File: src/rtl/pipe_stage_hs.sv
// pipe_stage_hs: parametrised decode->execute pipeline stage register.
//
// Carries r1/r2/rd, imm, pc, op_data, func3 (in_instr[14:12]) and alu_cmd
// downstream under a valid/ready handshake. The stage also supports:
//   - a synchronous global enable (en)
//   - flush, which inserts a bubble
//   - a saturating counter of backpressured cycles
//
// Build option: PIPE_SKID_EN
//   defined   : 2-entry skid buffer. in_ready comes from a register only,
//               so there is no combinational out_ready->in_ready path.
//   undefined : single register. in_ready = en && (!out_valid || out_ready).
//
// Ports
//   clk                  rising-edge clock
//   rst                  asynchronous active-low reset
//   en                   synchronous enable; 0 freezes every register, in_ready=0
//   flush                empties the stage and drops this cycle's input
//   in_valid/in_ready    upstream handshake
//   in_r1/in_r2/in_rd, in_imm, in_pc, in_instr, in_op_data, in_alu_cmd
//                        payload from decode
//   out_valid/out_ready  downstream handshake
//   out_r1/out_r2/out_rd, out_imm, out_pc, out_op_data, out_func3, out_alu_cmd
//                        registered payload
//   stall_cnt            en cycles with out_valid && !out_ready; saturates
//
// Skid FSM (PIPE_SKID_EN only)
//   state    | meaning
//   ST_EMPTY | no entry held, out_valid=0
//   ST_MAIN  | one entry, in the output register
//   ST_SKID  | two entries: output register + skid register, in_ready=0
module pipe_stage_hs #(
  parameter int XLEN  = 32,
  parameter int REG_W = 5,
  parameter int OPD_W = 15,
  parameter int ALU_W = 5,
  parameter int CNT_W = 16
) (
  input  logic             clk,
  input  logic             rst,
  input  logic             en,
  input  logic             flush,
  input  logic             in_valid,
  output logic             in_ready,
  input  logic [REG_W-1:0] in_r1,
  input  logic [REG_W-1:0] in_r2,
  input  logic [REG_W-1:0] in_rd,
  input  logic [XLEN-1:0]  in_imm,
  input  logic [XLEN-1:0]  in_pc,
  input  logic [31:0]      in_instr,
  input  logic [OPD_W-1:0] in_op_data,
  input  logic [ALU_W-1:0] in_alu_cmd,
  output logic             out_valid,
  input  logic             out_ready,
  output logic [REG_W-1:0] out_r1,
  output logic [REG_W-1:0] out_r2,
  output logic [REG_W-1:0] out_rd,
  output logic [XLEN-1:0]  out_imm,
  output logic [XLEN-1:0]  out_pc,
  output logic [OPD_W-1:0] out_op_data,
  output logic [2:0]       out_func3,
  output logic [ALU_W-1:0] out_alu_cmd,
  output logic [CNT_W-1:0] stall_cnt
);

  localparam int PW = 3*REG_W + 2*XLEN + OPD_W + 3 + ALU_W;
  localparam logic [CNT_W-1:0] CNT_MAX = '1;

  logic [PW-1:0]    in_pay;
  logic [PW-1:0]    main_q;
  logic [CNT_W-1:0] cnt_q;
  logic             xfer_in;
  logic             xfer_out;
  logic             unused_instr;

  assign in_pay = {in_r1, in_r2, in_rd, in_imm, in_pc, in_instr[14:12],
                   in_op_data, in_alu_cmd};
  assign {out_r1, out_r2, out_rd, out_imm, out_pc, out_func3,
          out_op_data, out_alu_cmd} = main_q;

  // Only func3 is taken from the raw instruction.
  assign unused_instr = ^{in_instr[31:15], in_instr[11:0]};

  assign xfer_in  = in_valid && in_ready && en && !flush;
  assign xfer_out = out_valid && out_ready && en;

  // Backpressure counter. It is deliberately left untouched by flush.
  always_ff @(posedge clk or negedge rst) begin
    if (!rst) begin
      cnt_q <= '0;
    end else if (en && out_valid && !out_ready && (cnt_q != CNT_MAX)) begin
      cnt_q <= cnt_q + 1'b1;
    end
  end

  assign stall_cnt = cnt_q;

`ifdef PIPE_SKID_EN

  typedef enum logic [1:0] {
    ST_EMPTY = 2'd0,
    ST_MAIN  = 2'd1,
    ST_SKID  = 2'd2
  } state_t;

  state_t        state_q;
  state_t        state_d;
  logic [PW-1:0] skid_q;
  logic          main_ld;
  logic          main_from_skid;
  logic          skid_ld;

  // in_ready depends only on the state register and en, never on out_ready.
  assign out_valid = (state_q != ST_EMPTY);
  assign in_ready  = en && (state_q != ST_SKID);

  always_ff @(posedge clk or negedge rst) begin
    if (!rst) begin
      state_q <= ST_EMPTY;
    end else begin
      state_q <= state_d;
    end
  end

  always_comb begin
    state_d        = state_q;
    main_ld        = 1'b0;
    main_from_skid = 1'b0;
    skid_ld        = 1'b0;
    if (en) begin
      if (flush) begin
        state_d = ST_EMPTY;
      end else begin
        case (state_q)
          ST_EMPTY: begin
            if (xfer_in) begin
              state_d = ST_MAIN;
              main_ld = 1'b1;
            end
          end
          ST_MAIN: begin
            if (xfer_in && xfer_out) begin
              // Full throughput: the new entry replaces the departing one.
              main_ld = 1'b1;
            end else if (xfer_in) begin
              state_d = ST_SKID;
              skid_ld = 1'b1;
            end else if (xfer_out) begin
              state_d = ST_EMPTY;
            end
          end
          ST_SKID: begin
            // in_ready is 0 here, so only the unload needs handling.
            if (xfer_out) begin
              state_d        = ST_MAIN;
              main_ld        = 1'b1;
              main_from_skid = 1'b1;
            end
          end
          default: state_d = ST_EMPTY;
        endcase
      end
    end
  end

  always_ff @(posedge clk or negedge rst) begin
    if (!rst) begin
      main_q <= '0;
      skid_q <= '0;
    end else begin
      if (main_ld) begin
        main_q <= main_from_skid ? skid_q : in_pay;
      end
      if (skid_ld) begin
        skid_q <= in_pay;
      end
    end
  end

`else

  logic valid_q;

  assign out_valid = valid_q;
  assign in_ready  = en && (!valid_q || out_ready);

  always_ff @(posedge clk or negedge rst) begin
    if (!rst) begin
      valid_q <= 1'b0;
    end else if (en) begin
      if (flush) begin
        valid_q <= 1'b0;
      end else if (xfer_in) begin
        valid_q <= 1'b1;
      end else if (xfer_out) begin
        valid_q <= 1'b0;
      end
    end
  end

  // Payload loads only on an accepted entry; bubbles leave it unchanged.
  always_ff @(posedge clk or negedge rst) begin
    if (!rst) begin
      main_q <= '0;
    end else if (xfer_in) begin
      main_q <= in_pay;
    end
  end

`endif

endmodule
File: config.mk
export PLATFORM = sky130hd
export DESIGN_NAME = pipe_stage_hs
export DESIGN_NICKNAME = d
export VERILOG_FILES = /design/src/rtl/pipe_stage_hs.sv
export SDC_FILE = /design/constraint.sdc
export NUM_CORES = 1
export LEC_CHECK = 0
export ABC_AREA = 1
export BUFFER_PORTS_ARGS = -buffer_cell sky130_fd_sc_hd__buf_4
export CAP_MARGIN = 40
export CORE_MARGIN = 8
export CORE_UTILIZATION = 45
export CTS_CLUSTER_SIZE = 8
export DETAILED_ROUTE_END_ITERATION = 10
export GPL_TIMING_DRIVEN = 1
export PLACE_DENSITY = 0.89
export SLEW_MARGIN = 15
export SYNTH_ARGS = -nofsm -noshare
export SYNTH_HDL_FRONTEND = slang
export SYNTH_SLANG_ARGS = --single-unit
export TNS_END_PERCENT = 20
File: constraint.sdc
create_clock -name clk -period 3 [get_ports clk]
set_input_delay 0.3 -clock clk [delete_from_list [all_inputs] [get_ports clk]]
set_output_delay 0.3 -clock clk [all_outputs]
set_load 0.01 [all_outputs]
==> results list, run 1 <==
- The flow ran to the end, and the final reports show no timing, DRC or antenna violations.
* Leakage power total: 0.004273 µW
* Setup slack of the critical path after layout: 1.237 ns
* Chain of cells forming the critical path: ha_1 -> inv_1 -> nor2_2 -> nand3_2 -> nand2_4 -> nand2_4 -> nand2_1 -> o21ai_2
* Number of distinct library cells after synthesis: 22
- Pwr dens: 728.0 mW/mm²
- The share of the Yosys chip area taken by registers is 55.41%.
* Post-synthesis net count: 720
- Dominant combinational cell family by area after synthesis: simple AND/OR/NAND/NOR gates
* Crit share post-route: 58.77%
* Xor and xnor fraction of the mapped netlist area: 1.304%
- Of the total synthesized cell area, the portion taken by AND, OR, NAND and NOR gates is 15.74%.
- End of the worst register-to-register path: stall_cnt[7]
* Total number of vias: 4431
* Area of the core: 0.01181 mm²
- Counting every instance in the synthesized netlist gives 582.
- For this run, the slowest stage of the critical path takes 0.45 ns.
* Antenna violations before repair: 0
- The die covers 0.01570 mm².
- Site row count: 40
- The die is 125.3 µm wide.
- Synth-to-layout area growth: 43.59%
- Required time of the worst setup path: 3.28 ns
- The final hold violation count came to 0.
- Worst Min Path Start: in_op_data[8]
- In the synthesized netlist the dominant register cell turns out to be sky130_fd_sc_hd__dfrtp_1.
* Pin count of the biggest net entering global routing: 84
- After detailed routing, the average wire length per cell comes to 14.32 µm.
- After clock tree synthesis, the clock-pin slew on the worst setup and hold paths is 0.06 ns.
- The post-route netlist has 40.10% of its cells at a drive strength greater than 1.
- Total number of H-tree levels: 4
- The longest clock path from root to sink contains 2 buffers.
- The number of global-route vias before repair came to 4561.
- Antenna diode instance count: 0
- After synthesis the cells add up to 0.005374 mm².
- The Yosys step of the flow raised 0 warnings.
- Total number of nets in the final design: 948
- 257 I/O pins were placed.
* Async set or reset register ratio after synthesis: 100.0%
- Setup repair after global routing missed its margin: no
* Top cells by count, synth: sky130_fd_sc_hd__nand2_1, sky130_fd_sc_hd__dfrtp_1, sky130_fd_sc_hd__inv_1, sky130_fd_sc_hd__o21ai_2, sky130_fd_sc_hd__o21ai_1
- Sorting the synthesized cells by area gives the leading types as sky130_fd_sc_hd__dfrtp_1, sky130_fd_sc_hd__nand2_1, sky130_fd_sc_hd__o21ai_2, sky130_fd_sc_hd__inv_1, sky130_fd_sc_hd__o21ai_1.
- IR analysis of the VDD net gives a maximum drop of 423.5 µV.
* Avg Synthesized Cell Area: 9.234 µm²
* Register bit total from synthesis: 119
* Overflow left after global routing: 0
- Startpoint class of the critical path: flop
- In this run, synthesis inferred 0 flip-flops with an integrated enable.
* Total Neg Setup Slack: 0 ns
- CP max-delay cell: sky130_fd_sc_hd__dfrtp_1
* Number of filler cells placed in the layout: 950
- sky130_fd_sc_hd__nand2_1 is the most common cell in the netlist.
* Starting utilization of the core area: 45.50%
- Routed vias/inst: 4.568
- The most numerous cell type found on the critical path is sky130_fd_sc_hd__nand2_4.
- Insertion delay to the later sink of the worst-skew pair: 0.41 ns
* Final Setup Violations: 0
- Transition time at the pin with the least slew margin: 0.6709 ns
- Total global routing track utilization: 18.11%
- After detailed routing, the total wire length is 13890 µm.
- Arithmetic-cell share of the synthesized area counting full adders, half adders and majority gates: 0.2328%
* TritonCTS Sinks: 119
- Startpoint of the lowest-slack register-to-register path: stall_cnt[0]
* Detailed-routing iteration count for the pre-antenna-repair pass: 7
- Remaining number of nets flagged by the antenna check after routing: 0
- Setup slack after placement: 1.255 ns
- The worst pin sits at a relative slew slack of 55.27%.
* Highest clock frequency the design can meet: 567.2 MHz
* Worst EP arrival: 2.05 ns
- Layout Skew: 0.007986 ns
* Share of Yosys cell area claimed by the top area cell type: 55.41%
- The portion of synthesized area spent on multiplexers is 0%.
- CTS placed an instance of sky130_fd_sc_hd__clkbuf_16 at the clock tree root.
* TritonCTS Buffers: 17
- Class of the most critical setup path: reg -> reg
* Max-capacitance violation count: 0
- Along the worst hold path, the cell count comes to 3.
* Total buffers and inverters traversed by the critical path: 1
- The final count of pins violating max slew came to 0.
- Period minus WS final: 1.763 ns
* Minimum setup slack among reg-to-reg paths: 1.24 ns
- DRC violations left: 0
- CTS tree: done
- Detailed placement ended at an HPWL of 10460 µm.
- The first global-routing pass estimated 22620 µm of wire.
* Capture endpoint of the worst hold path: main_q[13]
- Along the worst path, the maximum fanout reaches 22.
- The count of buffers added on input and output ports is 227.
- Worst min-delay path category: in -> reg
- Synthesized-area fraction occupied by ao, oa, aoi and oai cells: 14.88%
- From bottom edge to top edge, the die measures 125.3 µm.
* Initial detailed-routing violation count: 305
- Cell class contributing the biggest share of worst-path delay: simple AND/OR/NAND/NOR gates
- The congestion estimate from routability-driven global placement came to 0.8186.
- The worst setup path is captured at a flop.
- The worst register-to-register path has a depth of 8.
- Leading area contributor after synthesis: sky130_fd_sc_hd__dfrtp_1
- Hold is met by 0.1321 ns.
layout by cell type (no fill, tap or decap), types with 2 or more instances in the layout:
cell type | synthesis | final
sky130_fd_sc_hd__nand3_1 | 16 | 16
sky130_fd_sc_hd__clkbuf_8 | 0 | 3
sky130_fd_sc_hd__o21ai_0 | 3 | 3
sky130_fd_sc_hd__o21ai_1 | 50 | 50
sky130_fd_sc_hd__bufinv_16 | 0 | 3
sky130_fd_sc_hd__nand4_1 | 5 | 5
sky130_fd_sc_hd__nor2_1 | 15 | 15
sky130_fd_sc_hd__clkbuf_16 | 0 | 17
sky130_fd_sc_hd__dfrtp_1 | 119 | 119
sky130_fd_sc_hd__clkinvlp_4 | 0 | 2
sky130_fd_sc_hd__nand2_4 | 2 | 2
sky130_fd_sc_hd__clkbuf_1 | 5 | 4
sky130_fd_sc_hd__xor2_1 | 8 | 8
sky130_fd_sc_hd__inv_1 | 115 | 115
sky130_fd_sc_hd__buf_12 | 0 | 3
sky130_fd_sc_hd__o21ai_2 | 57 | 57
sky130_fd_sc_hd__buf_4 | 0 | 229
sky130_fd_sc_hd__nand2_2 | 3 | 3
sky130_fd_sc_hd__clkinv_2 | 0 | 3
sky130_fd_sc_hd__nand2_1 | 156 | 156
sky130_fd_sc_hd__nor2_2 | 2 | 2
where the power goes:
group	internal, µW	total, µW	switching [µW]
Sequential	1920	2160	233
Combinational	714	1410	698
Clock	1370	2050	681
Total	4000	5620	1610
cell families (layout without fill, tap and decap cells):
logic type | count (synthesis) | count (layout)
XOR/XNOR | 8 | 8
flip-flops | 119 | 119
buffers and inverters | 140 | 381
adder cells (fa/ha/maj) | 1 | 1
AND/OR/NAND/NOR | 202 | 202
AO/OA/AOI/OAI | 112 | 112
timing repair:
| item | 4_1_cts | 5_1_grt |
|---|---|---|
| endpoints found under the setup margin | 0 | 0 |
| hold buffers | 1 | 0 |
| resized for setup | 0 | 0 |
| endpoints found under the hold margin | 50 | 0 |
| buffers inserted | 0 | 0 |
routing by layer:
layer / track usage, % / vias to the layer above / part of all wire, %
li1: - / 2235 / -
met1: 19.38 / 2010 / 40
met2: 30.58 / 167 / 49
met3: 7.820 / 19 / 8.9
met4: 8.023 / 0 / 1.9
met5: 0 / - / 0
metrics by stage:
stage	power (µW)	utilization [%]	cell area, µm²	cells
floorplan	2817	-	5374	582
global placement	3556	60.15	7104	937
detailed placement	3607	60.15	7104	937
CTS	5680	65.33	7716	970
global route	5909	65.33	7716	970
finish	5617	65.33	7716	970
area by class of cell:
cell class | count | area (µm²) | area share (%)
timing repair buffer | 233 | 1789 | 23.19
tap | 147 | 183.9 | 2.384
clock inverter | 8 | 120.1 | 1.557
multi-input combinational | 323 | 1728 | 22.39
clock buffer | 24 | 481.7 | 6.243
inverter | 116 | 435.4 | 5.643
sequential | 119 | 2978 | 38.59
worst max-delay path by stage:
stage                            start      endpoint  slack, ns  cells past startpoint
after floorplan           stall_cnt[0]  stall_cnt[9]       1.44                      9
after global placement    stall_cnt[0]  stall_cnt[7]       1.29                      8
after detailed placement  stall_cnt[0]  stall_cnt[7]       1.26                      8
after CTS                 stall_cnt[0]  stall_cnt[7]       1.24                      8
after global routing      stall_cnt[0]  stall_cnt[7]       1.05                      8
final                     stall_cnt[0]  stall_cnt[7]       1.24                      8
worst reg2reg max path: stages (launching register included):
cell	delay [ns]
sky130_fd_sc_hd__dfrtp_1	0.45
sky130_fd_sc_hd__ha_1	0.31
sky130_fd_sc_hd__inv_1	0.08
sky130_fd_sc_hd__nor2_2	0.14
sky130_fd_sc_hd__nand3_2	0.13
sky130_fd_sc_hd__nand2_4	0.14
sky130_fd_sc_hd__nand2_4	0.19
sky130_fd_sc_hd__nand2_1	0.15
sky130_fd_sc_hd__o21ai_2	0.06
sequential cells by signal (all words and copies together), names as in the netlist:
name       cells
main_q       102
stall_cnt     16
out_valid      1
No activity file was read; power rests on OpenSTA's default activity.
==> run 2, diff against run 1 <==
==> constraint.sdc (replaced) <==
create_clock -name clk -period 1.7 [get_ports clk]
set_input_delay 0.17 -clock clk [delete_from_list [all_inputs] [get_ports clk]]
set_output_delay 0.17 -clock clk [all_outputs]
set_load 0.01 [all_outputs]
==> run 2 against run 1 <==
Net effect:
- count of clock-buffer cells in the layout is 1 higher
- fmax up 15%
- non-clock buffer count is 24 higher
- critical endpoint is now stall_cnt[14]
- worst hold slack worse by 0.12 ns
- combinational power up 84%
- final cell count rose by 2.2%
- largest power group unchanged
- first-iteration DRC count down 6.6%
==> results list, run 2 (same netlist as run 1, synthesis figures left out) <==
- Status: completed
- Remaining number of nets flagged by the antenna check after routing: 0
* Detailed-routing iteration count for the pre-antenna-repair pass: 4
- Fill cells in the final layout number 916.
- Total number of H-tree levels: 4
* Total number of nets in the final design: 972
- The floorplan has 40 rows.
- Buffers added to address setup during post-CTS repair amount to 0.
- Startpoint class of the critical path: flop
- Max-cap violations in this run came to 0.
* CTS Root Cell: sky130_fd_sc_hd__clkbuf_16
- The register with the most flip-flops in the layout has 102 of them.
* Synth-to-layout area growth: 47.45%
* Setup repair after global routing missed its margin: no
* Hold violation total from the final report: 0
- Commonest non-fill, non-tap cell in the layout: sky130_fd_sc_hd__buf_4
- For this block, the via count after detailed routing is 4573.
- DRC violations left: 0
* Layout Skew: 0.007403 ns
- The final count of pins violating max slew is 0.
- Max_slew headroom: 77.53%
- The completed layout was analyzed and its total power is 9687 µW.
* TritonCTS Buffers: 17
- Placer Congestion: 0.8547
* Starting utilization of the core area: 45.50%
- Total Neg Setup Slack: 0 ns
* Aggregate routed wire length: 15040 µm
- For the worst setup path, the data arrival time is 1.83 ns.
- TritonCTS built the clock tree.
* Clock slew at reported path FFs: 0.05 ns
* Leakage power total: 0.004363 µW
- Worst IR Drop VDD: 735.4 µV
- Worst min-delay path category: in -> reg
- Final HPWL from detailed placement: 10900 µm
* Port-buffer cells: 227
- At the later pin of the worst-skew pair, clock insertion delay measures 0.41 ns.
- Crit end category: flop
- The core region is 0.01181 mm².
* Initial detailed-routing violation count: 285
- For the pin with the worst max-slew slack, the measured transition is 0.3370 ns.
- Overflow left after global routing: 0
* Count of pins on the block boundary: 257
- Ratio of cells with drive above 1 in the final layout: 39.22%
- Top library cells by usage in the layout, fill and taps aside: sky130_fd_sc_hd__buf_4, sky130_fd_sc_hd__nand2_1, sky130_fd_sc_hd__dfrtp_1, sky130_fd_sc_hd__inv_1, sky130_fd_sc_hd__o21ai_2
- The number of antenna violations at the first check in global routing is 0.
* Routed length per instance: 15.18 µm
- TritonCTS Sinks: 119
* Total global routing track utilization: 19.61%
* Pin count of the biggest net entering global routing: 80
* Required time of the worst setup path: 1.99 ns
- Buffer levels on the longest clock path: 2
- Die height: 125.3 µm
- The floorplan step set the die width to 125.3 µm.
- Routed vias/inst: 4.615
* First-pass GRT wire length: 24570 µm
- Crit share post-route: 90.55%
- In the final layout, the multi-input gates occupy 0.001739 mm².
- 0 antenna diodes ended up in the layout.
- Via count of the first global-routing pass: 4905
- Pwr dens: 1223 mW/mm²
- Largest reg by FF count: main_q
- Area taken by flip-flops and latches: 0.002978 mm²
- Setup violations remaining at the end of the flow were counted as 0.
* Critical-path maximum fanout: 5
- Static timing analysis puts the maximum clock frequency at 649.6 MHz.
- The clock period could shrink to 1.539 ns.
* Class of the most critical setup path: reg -> reg
- Full die area: 0.01570 mm²
run 2: cell types whose count changed in the layout (fill, tap and decap cells not counted), sizes merged:
cell	before	now
dlygate4sd3	1	22
buf	232	235
bufinv	3	1
clkinvlp	2	0
clkbuf	24	25
run 2: cell type report:
class / count / area share, %
Tap cell: 147 / 2.321
Timing Repair Buffer: 257 / 25.83
Multi-Input combinational cell: 323 / 21.95
Inverter: 116 / 5.495
Clock inverter: 4 / 0.5685
Sequential cell: 119 / 37.58
Clock buffer: 25 / 6.253
run 2: path summary, 6_finish.rpt:
| path | from | end | slack [ns] | cells past startpoint |
|---|---|---|---|---|
| worst max register to register | stall_cnt[1] | stall_cnt[14] | 0.16 | 8 |
| worst min register to register | main_q[21] | main_q[21] | 0.48 | 2 |
| min in group asynchronous | rst | main_q[6] | 0.31 | 3 |
| max in group asynchronous | rst | main_q[49] | 1.09 | 3 |
| worst min-delay path | in_imm[6] | main_q[61] | 0.01 | 3 |
| worst max-delay path | stall_cnt[1] | stall_cnt[14] | 0.16 | 8 |
run 2: worst max-delay path, cell delays in order, from the launching register on:
cell and delay, ns:
sky130_fd_sc_hd__dfrtp_1 0.42, sky130_fd_sc_hd__ha_2 0.26, sky130_fd_sc_hd__nand3_1 0.12, sky130_fd_sc_hd__nor2_1 0.28, sky130_fd_sc_hd__nand3_1 0.13, sky130_fd_sc_hd__nand2_1 0.08
sky130_fd_sc_hd__nand2_1 0.05, sky130_fd_sc_hd__nand2_1 0.05, sky130_fd_sc_hd__nand2_1 0.05
run 2: timing repair:
action	in CTS	in global routing
endpoints found under the setup margin	0	13
hold buffers	22	0
hold endpoints to repair	140	0
resized for setup	0	2
run 2: layer usage:
layer	part of all wire, %	track usage, %	vias up
li1	-	-	2282
met1	39	20.49	2108
met2	52	34.77	154
met3	7.0	6.757	29
met4	2.4	9.241	0
met5	0	0	-
run 2: metrics by stage:
stage	setup slack (ns)	cells	instance area (µm²)	utilization, %	hold WS, ns
floorplan	0.1353	582	5374	-	-0.1256
global placement	0.1432	940	7152	60.55	0.2058
detailed placement	0.09467	940	7152	60.55	0.2072
CTS	0.08372	991	7913	66.99	0.0001134
global route	0.02026	991	7924	67.09	0.007738
finish	0.1606	991	7924	67.09	0.01427
run 2: power breakdown:
part	total (µW)	internal (µW)	switching (µW)
combinational	2600	1320	1280
clock	3290	2130	1160
sequential	3800	3400	403
total	9690	6840	2840
==> run 3, diff against run 2 <==
--- a/config.mk
+++ b/config.mk
@@ -14,6 +14,7 @@
 export DETAILED_ROUTE_END_ITERATION = 10
 export GPL_TIMING_DRIVEN = 1
 export PLACE_DENSITY = 0.89
+export SETUP_SLACK_MARGIN = 0.4
 export SLEW_MARGIN = 15
 export SYNTH_ARGS = -nofsm -noshare
 export SYNTH_HDL_FRONTEND = slang
==> run 3 against run 2 <==
Net effect:
- non-clock buffer count rose by 14
- largest power group unchanged
- largest cell class unchanged
- clock skew barely moved
- clock power rose by 5%
==> results list, run 3 (same netlist as run 1, synthesis figures left out) <==
- OpenSTA, run right after detailed placement, puts the worst setup slack at 0.2247 ns.
- Worst IR Drop VDD: 909.0 µV
- Standard cell area after detailed placement: 0.007143 mm²
- Clock slew at reported path FFs: 0.06 ns
- Pwr dens: 1226 mW/mm²
- DRC violations left: 0
* Combinational group share of total power: 28.4%
* Final HPWL from detailed placement: 10780 µm
* Total number of H-tree levels: 4
* Aggregate routed wire length: 17690 µm
- After global routing the overflow that remains totals 0.
- TritonCTS Sinks: 119
- Final Setup Violations: 0
* Total global routing track utilization: 22.04%
- Top library cells by usage in the layout, fill and taps aside: sky130_fd_sc_hd__buf_4, sky130_fd_sc_hd__nand2_1, sky130_fd_sc_hd__inv_1, sky130_fd_sc_hd__dfrtp_1, sky130_fd_sc_hd__o21ai_2
- Cell class contributing the biggest share of worst-path delay: flip-flops
* CTS Root Cell: sky130_fd_sc_hd__clkbuf_16
* Max-capacitance violation count: 0
* Fraction of power consumed by sequential logic: 37.8%
- Site row count: 40
* Starting utilization of the core area: 45.50%
- Summed over all failing endpoints, the final setup total negative slack is 0 ns.
- Number of filler cells placed in the layout: 843
- Busiest layer in global routing: met2
- The detailed router finished its first iteration with 378 violations.
- Summing over every cut layer, the via total after detailed routing is 4998.
- The first detailed-routing pass ran for 6 iterations.
- The worst pin sits at a relative slew slack of 74.11%.
* Worst min-delay path category: in -> reg
- GR Layer Usage met2: 37.10%
* Critical-path maximum fanout: 6
- The worst register-to-register path has a setup slack of 0.30 ns.
- The clock arrives with 0.007280 ns of skew.
- The detail route stage leaves a number of antenna-violating nets equal to 0.
* Worst EP arrival: 1.69 ns
- Die height: 125.3 µm
* Flip-flop count of the largest register after layout: 102
- The worst setup path is captured at a flop.
* Total buffers and inverters traversed by the critical path: 1
* CTS tree: done
* Crit share post-route: 82.40%
- The congestion estimate from routability-driven global placement came to 0.8258.
- In the final layout, the share of cells above drive strength 1 is 44.84%.
- Leakage power total: 0.004530 µW
- The region available for standard cell placement spans 0.01181 mm².
- The number of global-route vias before repair is 5090.
- Port-buffer cells: 227
- Summing all non-filler instances in the final layout gives an area of 0.008317 mm².
- The clock network accounts for 33.8% of the total power.
- Met1 Use GR: 26.16%
- The library cell used most frequently in the layout, excluding fill and tap cells, is sky130_fd_sc_hd__buf_4.
- From left edge to right edge, the die measures 125.3 µm.
- Switching share of power: 30.93%
- Compared with the post-synthesis result, the final layout area differs by 54.76%.
* Worst path max stage delay: 0.46 ns
- The worst setup path is launched from a flop.
* TritonCTS Buffers: 17
- Count of final max-slew check failures: 0
- Setup repair after global routing could not meet its margin everywhere.
- STA puts the critical path data required time at 1.99 ns.
- Cell internal power was estimated by the tool at 7043 µW.
- Status: completed
* Final Hold Slack: 0.01377 ns
- In the post-route analysis, the smallest setup slack over all paths is 0.2992 ns.
- Total number of nets in the final design: 988
- Pin count of the biggest net entering global routing: 62
- After detailed routing, the average wire length per cell comes to 17.51 µm.
- Traced cell by cell, the critical path runs through nand2_1 -> o21ai_4 -> buf_4 -> nand2_4 -> nand2_2 -> o21ai_2.
- The register with the most flip-flops in the final layout is main_q.
- Transition time at the pin with the least slew margin: 0.3883 ns
- Subtracting the final worst setup slack from the clock period gives 1.401 ns.
* Antenna violations before repair: 0
* CP max-delay cell: sky130_fd_sc_hd__dfrtp_1
- Net switching power of the design: 3154 µW
* Antenna diode instance count: 0
- Class of the most critical setup path: reg -> reg
* Met3 demand-to-capacity share in global routing: 6.672%
- Hold violation total from the final report: 0
* Routed vias/inst: 4.949
- Insertion delay to the later sink of the worst-skew pair: 0.40 ns
* Count of pins on the block boundary: 257
- First-pass GRT wire length: 27360 µm
- Full die area: 0.01570 mm²
- Buffer levels on the longest clock path: 2
- Highest clock frequency the design can meet: 713.9 MHz
[run 3: cell types whose count changed in the layout (fill, tap and decap cells not counted), moves of 8 or more]
cell,delta
sky130_fd_sc_hd__buf_4,+14
sky130_fd_sc_hd__dfrtp_2,+8
sky130_fd_sc_hd__dlygate4sd3_1,-10
sky130_fd_sc_hd__nor2_1,-8
sky130_fd_sc_hd__buf_16,+8
sky130_fd_sc_hd__dfrtp_1,-8
[run 3: per-stage QoR]
stage	utilization, %	std cells	power, µW
floorplan	-	582	5012
global placement	60.48	939	6308
detailed placement	60.48	939	6417
CTS	69.47	1004	10090
global route	70.41	1010	10690
finish	70.41	1010	10200
[run 3: area by class of cell]
cell class	instances	area (µm²)	area share, %
clock buffer	18	439.2	5.281
clock inverter	14	133.9	1.610
inverter	116	435.4	5.235
multi-input combinational	325	1857	22.33
sequential	119	2988	35.93
tap	147	183.9	2.212
timing repair buffer	271	2280	27.41
[run 3: final timing paths]
kind / cells after the start / startpoint / to
max: 6 / stall_cnt[14] / stall_cnt[9]
min: 3 / in_op_data[10] / main_q[15]
max reg2reg: 6 / stall_cnt[14] / stall_cnt[9]
min reg2reg: 2 / main_q[58] / main_q[58]
max in group asynchronous: 3 / rst / main_q[54]
min in group asynchronous: 2 / rst / main_q[12]
[run 3: metal layers]
metal  vias to the layer above  share of wire [%]
li1                       2320                  -
met1                      2384                 40
met2                       253                 50
met3                        41                7.5
met4                         0                2.4
met5                         -                  0
[run 3: power by group through the flow]
stage	Combinational [µW]	Sequential [µW]	Clock (µW)
after floorplan	937	4080	0
final	2890	3850	3450
after CTS	2790	3810	3490
after detailed placement	2560	3860	0
after global placement	2480	3820	0
after global routing	3140	3920	3640
[run 3: timing repair]
action / in CTS / in global routing
hold buffers: 12 / 0
endpoints found under the hold margin: 35 / 0
gates resized for setup: 22 / 17
setup buffers: 13 / 4
gates cloned: 8 / 2
pin swaps: 7 / 5
setup endpoints to repair: 119 / 123
[run 3: worst reg2reg max path, stage by stage, from the launching register on]
cell and delay [ns]:
sky130_fd_sc_hd__dfrtp_1 0.46, sky130_fd_sc_hd__nand2_1 0.15, sky130_fd_sc_hd__o21ai_4 0.23, sky130_fd_sc_hd__buf_4 0.21
sky130_fd_sc_hd__nand2_4 0.09, sky130_fd_sc_hd__nand2_2 0.08, sky130_fd_sc_hd__o21ai_2 0.07
